===== config.mk =====
export PLATFORM = sky130hd
export DESIGN_NAME = muldiv_sequencer_flat
export DESIGN_NICKNAME = d
export VERILOG_FILES = /design/src/rtl/muldiv_sequencer_if.sv /design/src/rtl/muldiv_sequencer.sv /design/src/flat_wrapper.sv
export SDC_FILE = /design/constraint.sdc
export NUM_CORES = 1
export LEC_CHECK = 0
export ABC_AREA = 1
export BUFFER_PORTS_ARGS = -buffer_cell sky130_fd_sc_hd__buf_2
export CAP_MARGIN = 20
export CORE_AREA = 2 2 164 166
export CTS_CLUSTER_DIAMETER = 60
export DETAILED_ROUTE_END_ITERATION = 8
export DIE_AREA = 0 0 166 168
export PLACE_DENSITY = 0.69
export SYNTH_ARGS = -nofsm -noshare
export SYNTH_HDL_FRONTEND = slang
export SYNTH_SLANG_ARGS = --single-unit

===== constraint.sdc =====
create_clock -name clk -period 2.7 [get_ports clk]
set_input_delay 0.135 -clock clk [delete_from_list [all_inputs] [get_ports clk]]
set_output_delay 0.135 -clock clk [all_outputs]
set_load 0.1 [all_outputs]

===== src/rtl/muldiv_sequencer_if.sv =====
// -----------------------------------------------------------------------------
// muldiv_sequencer_if
//
// Purpose: bundles the request/response signals between the CPU control unit
// and the multi-cycle MUL/DIV sequencer.
//
// Signals:
//   start        request strobe from the control unit (sampled only in IDLE)
//   op           0 = signed MUL, 1 = signed DIV
//   a, b         operands (multiplicand/dividend, multiplier/divisor)
//   busy         sequencer is iterating; control unit stalls on it
//   done         one-cycle completion pulse; hi/lo/flags are valid with it
//   hi, lo       result halves (MUL: product, DIV: remainder/quotient)
//   div_by_zero  DIV with b == 0
//   err          unsupported operation
//
// Modports: master = control unit side, slave = sequencer side.
// -----------------------------------------------------------------------------
interface muldiv_sequencer_if #(
  parameter int WIDTH = 32
);
  logic             start;
  logic             op;
  logic [WIDTH-1:0] a;
  logic [WIDTH-1:0] b;
  logic             busy;
  logic             done;
  logic [WIDTH-1:0] hi;
  logic [WIDTH-1:0] lo;
  logic             div_by_zero;
  logic             err;

  modport master (
    output start, op, a, b,
    input  busy, done, hi, lo, div_by_zero, err
  );

  modport slave (
    input  start, op, a, b,
    output busy, done, hi, lo, div_by_zero, err
  );
endinterface


===== src/rtl/muldiv_sequencer.sv =====
// -----------------------------------------------------------------------------
// muldiv_sequencer
//
// Purpose: multi-cycle controller and iterative datapath for the CPU's MUL/DIV
// instructions. A radix-2 Booth multiply or a signed restoring divide runs for
// WIDTH iterations, followed by one fix-up cycle and a one-cycle done pulse.
//
// Ports:
//   clk    rising-edge clock
//   reset  asynchronous, active-low reset
//   bus    muldiv_sequencer_if.slave (start/op/a/b in; busy/done/hi/lo/
//          div_by_zero/err out)
//
// Configuration:
//   MULDIV_DIV_EN  when defined, the divide path (restoring divide, divide-by-
//                  zero handling, sign correction) is compiled in. When
//                  undefined, op=1 completes immediately with err=1, hi/lo keep
//                  their previous values and div_by_zero is tied low.
// -----------------------------------------------------------------------------
module muldiv_sequencer #(
  parameter int WIDTH = 32
) (
  input logic               clk,
  input logic               reset,
  muldiv_sequencer_if.slave bus
);

  localparam int CW = $clog2(WIDTH);

  typedef enum logic [1:0] {IDLE, RUN, FIX, DONE} state_t;

  state_t           state_q, state_d;
  logic [CW-1:0]    count_q, count_d;
  // accA holds the Booth accumulator A, or the divide remainder R.
  logic [WIDTH:0]   accA_q, accA_d;
  // accQ holds the Booth multiplier Q, or the divide quotient Q.
  logic [WIDTH-1:0] accQ_q, accQ_d;
  logic             q1_q, q1_d;
  // operandM holds the sign-extended multiplicand, or |b| for divide.
  logic [WIDTH:0]   operandM_q, operandM_d;
  logic [WIDTH-1:0] hi_q, hi_d;
  logic [WIDTH-1:0] lo_q, lo_d;
  logic             err_q, err_d;
  logic [WIDTH:0]   boothSum;
`ifdef MULDIV_DIV_EN
  logic             isDiv_q, isDiv_d;
  logic             signA_q, signA_d;
  logic             signB_q, signB_d;
  logic             divByZero_q, divByZero_d;
  logic [WIDTH:0]   divShift;
  logic [WIDTH:0]   divDiff;
`endif

  // State and datapath registers. Reset aborts any operation in flight and
  // clears every result and working register.
  always_ff @(posedge clk or negedge reset) begin
    if (!reset) begin
      state_q     <= IDLE;
      count_q     <= '0;
      accA_q      <= '0;
      accQ_q      <= '0;
      q1_q        <= 1'b0;
      operandM_q  <= '0;
      hi_q        <= '0;
      lo_q        <= '0;
      err_q       <= 1'b0;
`ifdef MULDIV_DIV_EN
      isDiv_q     <= 1'b0;
      signA_q     <= 1'b0;
      signB_q     <= 1'b0;
      divByZero_q <= 1'b0;
`endif
    end else begin
      state_q     <= state_d;
      count_q     <= count_d;
      accA_q      <= accA_d;
      accQ_q      <= accQ_d;
      q1_q        <= q1_d;
      operandM_q  <= operandM_d;
      hi_q        <= hi_d;
      lo_q        <= lo_d;
      err_q       <= err_d;
`ifdef MULDIV_DIV_EN
      isDiv_q     <= isDiv_d;
      signA_q     <= signA_d;
      signB_q     <= signB_d;
      divByZero_q <= divByZero_d;
`endif
    end
  end

  // Next-state and datapath logic. On accept the operands are loaded for a
  // multiply by default; the divide and early-completion cases then override.
  // RUN performs one iteration per cycle and FIX forms the final HI/LO, which
  // are only written on the way into DONE.
  always_comb begin
    state_d     = state_q;
    count_d     = count_q;
    accA_d      = accA_q;
    accQ_d      = accQ_q;
    q1_d        = q1_q;
    operandM_d  = operandM_q;
    hi_d        = hi_q;
    lo_d        = lo_q;
    err_d       = err_q;
    boothSum    = accA_q;
`ifdef MULDIV_DIV_EN
    isDiv_d     = isDiv_q;
    signA_d     = signA_q;
    signB_d     = signB_q;
    divByZero_d = divByZero_q;
    divShift    = '0;
    divDiff     = '0;
`endif

    case (state_q)
      IDLE: begin
        if (bus.start) begin
          state_d    = RUN;
          count_d    = CW'(WIDTH - 1);
          accA_d     = '0;
          accQ_d     = bus.b;
          q1_d       = 1'b0;
          operandM_d = {bus.a[WIDTH-1], bus.a};
          err_d      = 1'b0;
`ifdef MULDIV_DIV_EN
          isDiv_d     = bus.op;
          divByZero_d = 1'b0;
          if (bus.op) begin
            if (bus.b == '0) begin
              state_d     = DONE;
              divByZero_d = 1'b1;
              hi_d        = bus.a;
              lo_d        = '1;
            end else begin
              signA_d    = bus.a[WIDTH-1];
              signB_d    = bus.b[WIDTH-1];
              accQ_d     = bus.a[WIDTH-1] ? -bus.a : bus.a;
              operandM_d = {1'b0, (bus.b[WIDTH-1] ? -bus.b : bus.b)};
            end
          end
`else
          if (bus.op) begin
            state_d = DONE;
            err_d   = 1'b1;
          end
`endif
        end
      end

      RUN: begin
        // Booth step: add/subtract M per {Q[0], q_1}, then arithmetic shift
        // of the whole {A, Q, q_1} register.
        case ({accQ_q[0], q1_q})
          2'b10:   boothSum = accA_q - operandM_q;
          2'b01:   boothSum = accA_q + operandM_q;
          default: boothSum = accA_q;
        endcase
        accA_d = {boothSum[WIDTH], boothSum[WIDTH:1]};
        accQ_d = {boothSum[0], accQ_q[WIDTH-1:1]};
        q1_d   = accQ_q[0];
`ifdef MULDIV_DIV_EN
        // Restoring step. R < |b| <= 2^(WIDTH-1), so the shifted remainder
        // never reaches bit WIDTH and that bit of the difference is the sign.
        if (isDiv_q) begin
          divShift = {accA_q[WIDTH-1:0], accQ_q[WIDTH-1]};
          divDiff  = divShift - operandM_q;
          if (!divDiff[WIDTH]) begin
            accA_d = divDiff;
            accQ_d = {accQ_q[WIDTH-2:0], 1'b1};
          end else begin
            accA_d = divShift;
            accQ_d = {accQ_q[WIDTH-2:0], 1'b0};
          end
          q1_d = 1'b0;
        end
`endif
        if (count_q == '0) begin
          state_d = FIX;
        end else begin
          count_d = count_q - CW'(1);
        end
      end

      FIX: begin
        state_d = DONE;
        hi_d    = accA_q[WIDTH-1:0];
        lo_d    = accQ_q;
`ifdef MULDIV_DIV_EN
        // Quotient sign is the XOR of operand signs; remainder follows the
        // dividend. -2^(W-1) / -1 wraps naturally to 0x80..0.
        if (isDiv_q) begin
          lo_d = (signA_q ^ signB_q) ? -accQ_q : accQ_q;
          hi_d = signA_q ? -accA_q[WIDTH-1:0] : accA_q[WIDTH-1:0];
        end
`endif
      end

      DONE: begin
        state_d = IDLE;
      end

      default: begin
        state_d = IDLE;
      end
    endcase
  end

  assign bus.busy = (state_q == RUN) || (state_q == FIX);
  assign bus.done = (state_q == DONE);
  assign bus.hi   = hi_q;
  assign bus.lo   = lo_q;
  assign bus.err  = err_q;
`ifdef MULDIV_DIV_EN
  assign bus.div_by_zero = divByZero_q;
`else
  assign bus.div_by_zero = 1'b0;
`endif

endmodule


===== src/flat_wrapper.sv =====
// flat-port wrapper written by rule: the top's interface ports become plain ports
module muldiv_sequencer_flat 
#(
  parameter int WIDTH = 32
)
  (clk, reset, bus_start, bus_op, bus_a, bus_b, bus_busy, bus_done, bus_hi, bus_lo, bus_div_by_zero, bus_err);
  muldiv_sequencer_if #(.WIDTH(WIDTH)) bus_i ();
  input logic clk;
  input logic reset;
  input wire logic [$bits(bus_i.start)-1:0] bus_start;
  input wire logic [$bits(bus_i.op)-1:0] bus_op;
  input wire logic [$bits(bus_i.a)-1:0] bus_a;
  input wire logic [$bits(bus_i.b)-1:0] bus_b;
  output wire logic [$bits(bus_i.busy)-1:0] bus_busy;
  output wire logic [$bits(bus_i.done)-1:0] bus_done;
  output wire logic [$bits(bus_i.hi)-1:0] bus_hi;
  output wire logic [$bits(bus_i.lo)-1:0] bus_lo;
  output wire logic [$bits(bus_i.div_by_zero)-1:0] bus_div_by_zero;
  output wire logic [$bits(bus_i.err)-1:0] bus_err;
  assign bus_i.start = bus_start;
  assign bus_i.op = bus_op;
  assign bus_i.a = bus_a;
  assign bus_i.b = bus_b;
  assign bus_busy = bus_i.busy;
  assign bus_done = bus_i.done;
  assign bus_hi = bus_i.hi;
  assign bus_lo = bus_i.lo;
  assign bus_div_by_zero = bus_i.div_by_zero;
  assign bus_err = bus_i.err;
  muldiv_sequencer #(.WIDTH(WIDTH)) u_core (.clk(clk), .reset(reset), .bus(bus_i));
endmodule

==> run_results.csv, run 1 <==
group,metric,value,unit
setup_path,path_cells,"inv_2 > nand3_2 > nor2_4 > inv_2 > nor2_4 > buf_4 > a21oi_1 > xor2_1 > ha_1 > nand2_2 > buf_4 > nor3_2 > nand2_2 > nand2_2 > buf_4 > nand2_1 > nand3_2 > nand2_1 > nand3_1 > nand2_1",
floorplanning,start_util,39.3,%
drt,via_per_inst,4.89,
floorplanning,die_y,168,um
placement,gp_congestion,0.896,
synth,ys_warn_count,0,
timing,finalHoldWorstSlack,115,ps
synth,synth_seq_cells,169,
setup_path,crit_arrival,3120,ps
timing,finalWorstSetupSlack,-82.4,ps
placement,hpwl,22.0,mm
setup_path,ff2ff_setup_slack,-80,ps
setup_path,cp.required,3040,ps
setup_path,cp_max_fo,5,
cts,cts_buffer_depth,2,
synth,yosysSeqAreaShare,40.8,%
drt,drtIter0Drc,614,
grt,antenna_found_initial,0,
floorplanning,num_rows,60,
drt,drcViolationCount,0,
setup_path,endpoint,"u_core.accA_q[31]$_DFFE_PN0P_",
grt,gr-usage-all-layers,22.4,%
synth,synth_edf_count,0,
timing,rsz0062_at_grt,"true",
synth,synth-main-ff-cell,"dfrtp_1",
timing,relSlewSlack,58.7,%
timing,tightest_slew,620,ps
timing,period_share,103,%
drt,ant_nets,0,
layout,areaGrowthSynthToFinish,40.2,%
grt,grt_pass1_vias,10172,
cts,cts-root-buf,"clkbuf_16",
synth,syn_avg_cell_area,7.23,um^2
synth,ys_types,38,
floorplanning,boundaryPins,136,
cts,cts.sinks,169,
synth,ys_async_sr_fraction,100,%
layout,nNetsFinal,1860,
timing,hold_viol,0,
synth,yosysTopAreaCell,"dfrtp_1",
cts,htree_levels,4,
drt,firstDrtPassIters,6,
timing,fmax,359,MHz
timing,finalCriticalPeriod,2780,ps
timing,slew_viol_final,0,
outcome,status,"finished with violations",
synth,syn_area,0.0104,mm^2
grt,grt_max_degree,64,
flow_run,maxCapViolCount,0,
drt,routed_wl,31.1,mm
cts,insertion_delay,450,ps
layout,drive_gt1_share,31.6,%
placement,numPortBuffers,134,
setup_path,crit_path_top_delay_cell,"dfrtp_1",
synth,syn_nets,1542,
timing,finalClockSkew,18.0,ps
layout,diodes,0,
outcome,violations,"negative setup slack",
setup_path,startpoint,"u_core.operandM_q[0]$_DFFE_PN0P_",
grt,grt_pass1_wl,50.6,mm
synth,synthTopCellsByCount,"457 x nand2_1, 169 x dfrtp_1, 169 x inv_1",
cts,clk_pin_slew,80,ps
synth,synthMostInstantiatedCell,"nand2_1",
setup_path,reg2reg_from,"u_core.operandM_q[0]$_DFFE_PN0P_",
cts,cts_tree,"done",
setup_path,r2r_cells,20,
layout,fin_util,55.2,%
drt,num_vias,10287,
setup_path,r2r_end,"u_core.accA_q[31]$_DFFE_PN0P_",
synth,netlist_instances,1433,
drt,wl_per_cell,14.8,um
setup_path,crit_path_start_kind,"flop",
min_path,min_path_type,"in2reg",
synth,synth_top_area_share,40.8,%
grt,overflow,0,
cts,cts_buffers,17,
setup_path,cp-end-kind,"flop",
synth,synthTopCellsByArea,"dfrtp_1 41%, nand2_1 17%, inv_1 6.1%",
setup_path,max_stage_delay,400,ps
floorplanning,fp.dieW,166,um
timing,setup_viol,13,
floorplanning,fp.dieArea,0.0279,mm^2
setup_path,crit_type,"reg2reg",
floorplanning,core,0.0264,mm^2
[cell usage in the layout (no fill, tap or decap), drive strengths merged, types with 31 or more instances in the layout]
| cell | netlist | layout |
|---|---|---|
| nand2 | 462 | 462 |
| buf | 16 | 281 |
| inv | 201 | 205 |
| dfrtp | 169 | 169 |
| nor2 | 152 | 152 |
| o21ai | 74 | 74 |
| nand3 | 71 | 71 |
| dlygate4sd3 | 0 | 66 |
| a21oi | 60 | 60 |
| mux2 | 43 | 43 |
| ha | 40 | 40 |
| xor2 | 31 | 31 |
[area by class of cell]
cell class                      count  area (um^2)
Clock buffer                       17          425
Clock inverter                     15          219
Fill cell                        2416        11800
Inverter                          203          764
Multi-Input combinational cell   1013         5980
Sequential cell                   169         4230
Tap cell                          341          427
Timing Repair Buffer              347         2490
[through the flow]
stage	instance area [um^2]	TNS [ps]	std cells	setup slack, ps
after floorplan	10400	0	1433	141
after CTS	14100	-1500	2097	-127
after global routing	14500	-4880	2105	-310
final	14500	-412	2105	-82.4
after global placement	12300	-2630	1990	-239
after detailed placement	12300	-3980	1990	-296
[cell families after synthesis]
logic type / Yosys count / synth area share, %
xor+xnor: 32 / 2.70
buf+inv: 251 / 9.27
other cells: 1 / 0.0362
compound gates: 183 / 9.82
mux: 43 / 4.67
fa+ha+maj: 41 / 5.02
flops: 169 / 40.8
simple gates: 713 / 27.7
[worst max-delay path: cells and delay by family, from the launching register on]
family                     cells  cell delay [ps]
buffers and inverters          5              560
DFF                            1              400
AOI/OAI and AO/OA              1               60
xor gates and xnor gates       1              170
and+or+nand+nor               12             1100
adders and majority gates      1              400
[worst min path at each step]
stage	start	to	slack (ps)	cells past startpoint
2_1_floorplan	reset	u_core.accA_q[0]$_DFFE_PN0P_	-160	0
3_3_place_gp	reset	u_core.operandM_q[28]$_DFFE_PN0P_	170	1
3_5_place_dp	reset	u_core.operandM_q[25]$_DFFE_PN0P_	170	1
4_1_cts	bus_start	u_core.operandM_q[30]$_DFFE_PN0P_	100	4
5_1_grt	bus_start	u_core.operandM_q[31]$_DFFE_PN0P_	140	4
6_report	bus_start	u_core.operandM_q[30]$_DFFE_PN0P_	110	4
[repair_timing]
action / in CTS / in global routing
cloned: 0 / 0
setup endpoints to repair: 24 / 27
endpoints found under the hold margin: 126 / 0
buffers inserted: 9 / 8
pin swaps: 40 / 46
hold buffers: 66 / 0
gates resized for setup: 94 / 97
[sequential cells by signal (all words and copies together), names as in the netlist]
signal             cells
u_core.accA_q         32
u_core.bus.hi         32
u_core.bus.lo         32
u_core.bus.err         1
u_core.accQ_q         32
u_core.operandM_q     32
u_core.state_q         2
u_core.count_q         5
u_core.q1_q            1
[routing by layer]
layer | GRT usage (%) | share of wire, % | wire (um)
met1 | 27.8 | 43 | 13300
met2 | 40.0 | 50 | 15700
met3 | 3.86 | 4.5 | 1400
met4 | 6.43 | 2.2 | 699
met5 | 0 | 0 | 0
Power of run 1 is not shown: default switching activity piles up to over one toggle a cycle in this logic, so the estimate is an artifact.
==> inputs of run 2 (changes only) <==
--- a/config.mk
+++ b/config.mk
@@ -5,13 +5,12 @@
 export SDC_FILE = /design/constraint.sdc
 export NUM_CORES = 1
 export LEC_CHECK = 0
-export ABC_AREA = 1
 export BUFFER_PORTS_ARGS = -buffer_cell sky130_fd_sc_hd__buf_2
 export CAP_MARGIN = 20
-export CORE_AREA = 2 2 164 166
+export CORE_AREA = 2 2 156 158
 export CTS_CLUSTER_DIAMETER = 60
 export DETAILED_ROUTE_END_ITERATION = 8
-export DIE_AREA = 0 0 166 168
+export DIE_AREA = 0 0 158 160
 export PLACE_DENSITY = 0.69
 export SYNTH_ARGS = -nofsm -noshare
 export SYNTH_HDL_FRONTEND = slang
==> run_results.csv, run 2 <==
group,metric,value,unit
synth,synth_seq_cells,169,
grt,antenna_found_initial,0,
floorplanning,boundaryPins,136,
synth,syn_nets,1009,
placement,numPortBuffers,134,
layout,drive_gt1_share,45.4,%
timing,tightest_slew,1060,ps
timing,finalClockSkew,8.43,ps
drt,ant_nets,0,
drt,num_vias,8169,
drt,via_per_inst,5.14,
timing,slew_viol_final,0,
synth,synth_top_area_share,45.4,%
floorplanning,die_y,160,um
cts,htree_levels,4,
layout,seqCellArea,0.00423,mm^2
layout,multiInputGateArea,0.00551,mm^2
layout,nNetsFinal,1361,
setup_path,cp-end-kind,"flop",
timing,rsz0062_at_grt,"true",
cts,clk_pin_slew,80,ps
outcome,violations,"negative setup slack",
synth,synth_edf_count,0,
grt,grt_pass1_wl,41.5,mm
floorplanning,fp.dieW,158,um
setup_path,crit_type,"reg2reg",
placement,gp_congestion,0.901,
cts,cts-root-buf,"clkbuf_16",
grt,gr-usage-all-layers,20.6,%
cts,cts_buffer_depth,2,
synth,ys_warn_count,0,
layout,layout.cells.most_common_list,"172 x buf_4, 169 x dfrtp_1, 133 x buf_2",
layout,diodes,0,
flow_run,maxCapViolCount,0,
setup_path,crit_path_start_kind,"flop",
layout,final_common_cell,"buf_4",
drt,wl_per_cell,16.7,um
synth,ys_async_sr_fraction,100,%
floorplanning,core,0.0238,mm^2
outcome,status,"finished with violations",
synth,netlist_instances,900,
synth,syn_avg_cell_area,10.4,um^2
timing,period_share,138,%
synth,synthTopCellsByArea,"dfrtp_1 45%, mux2_2 12%, ha_1 5.4%",
layout,areaGrowthSynthToFinish,46.0,%
grt,overflow,0,
drt,firstDrtPassIters,5,
cts,cts_buffers,17,
timing,setup_viol,25,
cts,cts.sinks,169,
min_path,hold_depth,3,
setup_path,crit_arrival,4080,ps
setup_path,cp.required,3070,ps
synth,synthMostInstantiatedCell,"dfrtp_1",
synth,syn_area,0.00932,mm^2
grt,grt_max_degree,80,
layout,fin_util,57.1,%
timing,hold_viol,0,
setup_path,cp_max_fo,4,
drt,routed_wl,26.5,mm
placement,dpl_worst_slack,-1060,ps
timing,finalWorstSetupSlack,-1010,ps
drt,drcViolationCount,0,
synth,synth-main-ff-cell,"dfrtp_1",
timing,finalCriticalPeriod,3710,ps
drt,drtIter0Drc,479,
setup_path,ff2ff_setup_slack,-1010,ps
layout,num-fill-cells,2024,
cts,cts_tree,"done",
grt,grt_pass1_vias,8188,
timing,relSlewSlack,29.4,%
floorplanning,fp.dieArea,0.0253,mm^2
timing,fmax,269,MHz
placement,hpwl,18.3,mm
synth,ys_types,60,
floorplanning,start_util,39.1,%
synth,yosysTopAreaCell,"dfrtp_1",
setup_path,r2r_cells,15,
synth,synthTopCellsByCount,"169 x dfrtp_1, 98 x mux2_2, 79 x nand2_1",
synth,yosysSeqAreaShare,45.4,%
cts,insertion_delay,440,ps
min_path,min_path_type,"in2reg",
floorplanning,num_rows,57,
run 2: cell count changes in the layout (fill, tap and decap cells not counted), moves of 44 or more:
cell,delta
nand3_1,-49
inv_1,-138
nand2_1,-334
nor2_1,-75
mux2_2,+54
nand2_2,-44
run 2: critical path, cell delays in order (launching register included):
cell and delay [ps]:
dfrtp_1 390, or4_4 580, nor4b_4 340, and2_4 240
a31oi_4 70, xor2_1 200, ha_1 350, buf_6 150
nand2_4 50, o211ai_1 260, o32a_1 220, nand3_1 100
nand2_2 150, nor2_4 60, or4_1 400, nand3_1 90
run 2: kinds of logic (layout without fill, tap and decap cells):
group	Yosys count	after routing	share of synthesized area (%)
fa+ha+maj	41	41	5.58
buf+inv	71	436	2.91
simple gates	211	211	10.6
compound gates	210	210	13.9
other cells	1	1	0.0402
xor+xnor	62	62	5.82
flops	169	169	45.4
mux	135	135	15.8
run 2: path summary, 6_finish.rpt:
path / startpoint / end
max: u_core.operandM_q[3]$_DFFE_PN0P_ / u_core.accA_q[28]$_DFFE_PN0P_
min: bus_b[11] / u_core.accQ_q[11]$_DFFE_PN0P_
max reg2reg: u_core.operandM_q[3]$_DFFE_PN0P_ / u_core.accA_q[28]$_DFFE_PN0P_
min reg2reg: u_core.bus.hi[2]$_DFFE_PN0P_ / u_core.bus.hi[2]$_DFFE_PN0P_
max in group asynchronous: reset / u_core.bus.hi[30]$_DFFE_PN0P_
min in group asynchronous: reset / u_core.operandM_q[17]$_DFFE_PN0P_
run 2: area by class of cell:
type / count / share of cell area (%)
sequential: 169 / 31.1
inverter: 23 / 0.634
clock inverter: 15 / 1.38
multi-input combinational: 660 / 40.5
timing repair buffer: 381 / 20.3
tap: 324 / 2.98
clock buffer: 17 / 3.13
run 2: per-layer routing:
layer | vias up | GRT usage (%) | share of wire (%)
li1 | 3924 | - | -
met1 | 3968 | 27.0 | 43
met2 | 218 | 34.5 | 50
met3 | 59 | 2.99 | 3.8
met4 | 0 | 8.07 | 3.1
met5 | - | 0 | 0
run 2: what timing repair did:
action | in CTS | in global routing
pin swaps | 53 | 79
setup buffers | 17 | 19
setup endpoints to repair | 28 | 28
hold buffers | 51 | 0
gates resized for setup | 75 | 87
hold endpoints to repair | 102 | 0
run 2: stage by stage:
stage	hold slack, ps	setup TNS, ps	instance area [um^2]	cells
floorplan	-161	-9510	9420	900
global placement	58.8	-16270	11600	1474
detailed placement	59.2	-17000	11600	1474
CTS	1.36	-17100	13100	1571
global route	27.8	-21440	13600	1589
finish	2.36	-18230	13600	1589
Power of run 2 is left out for the same reason.
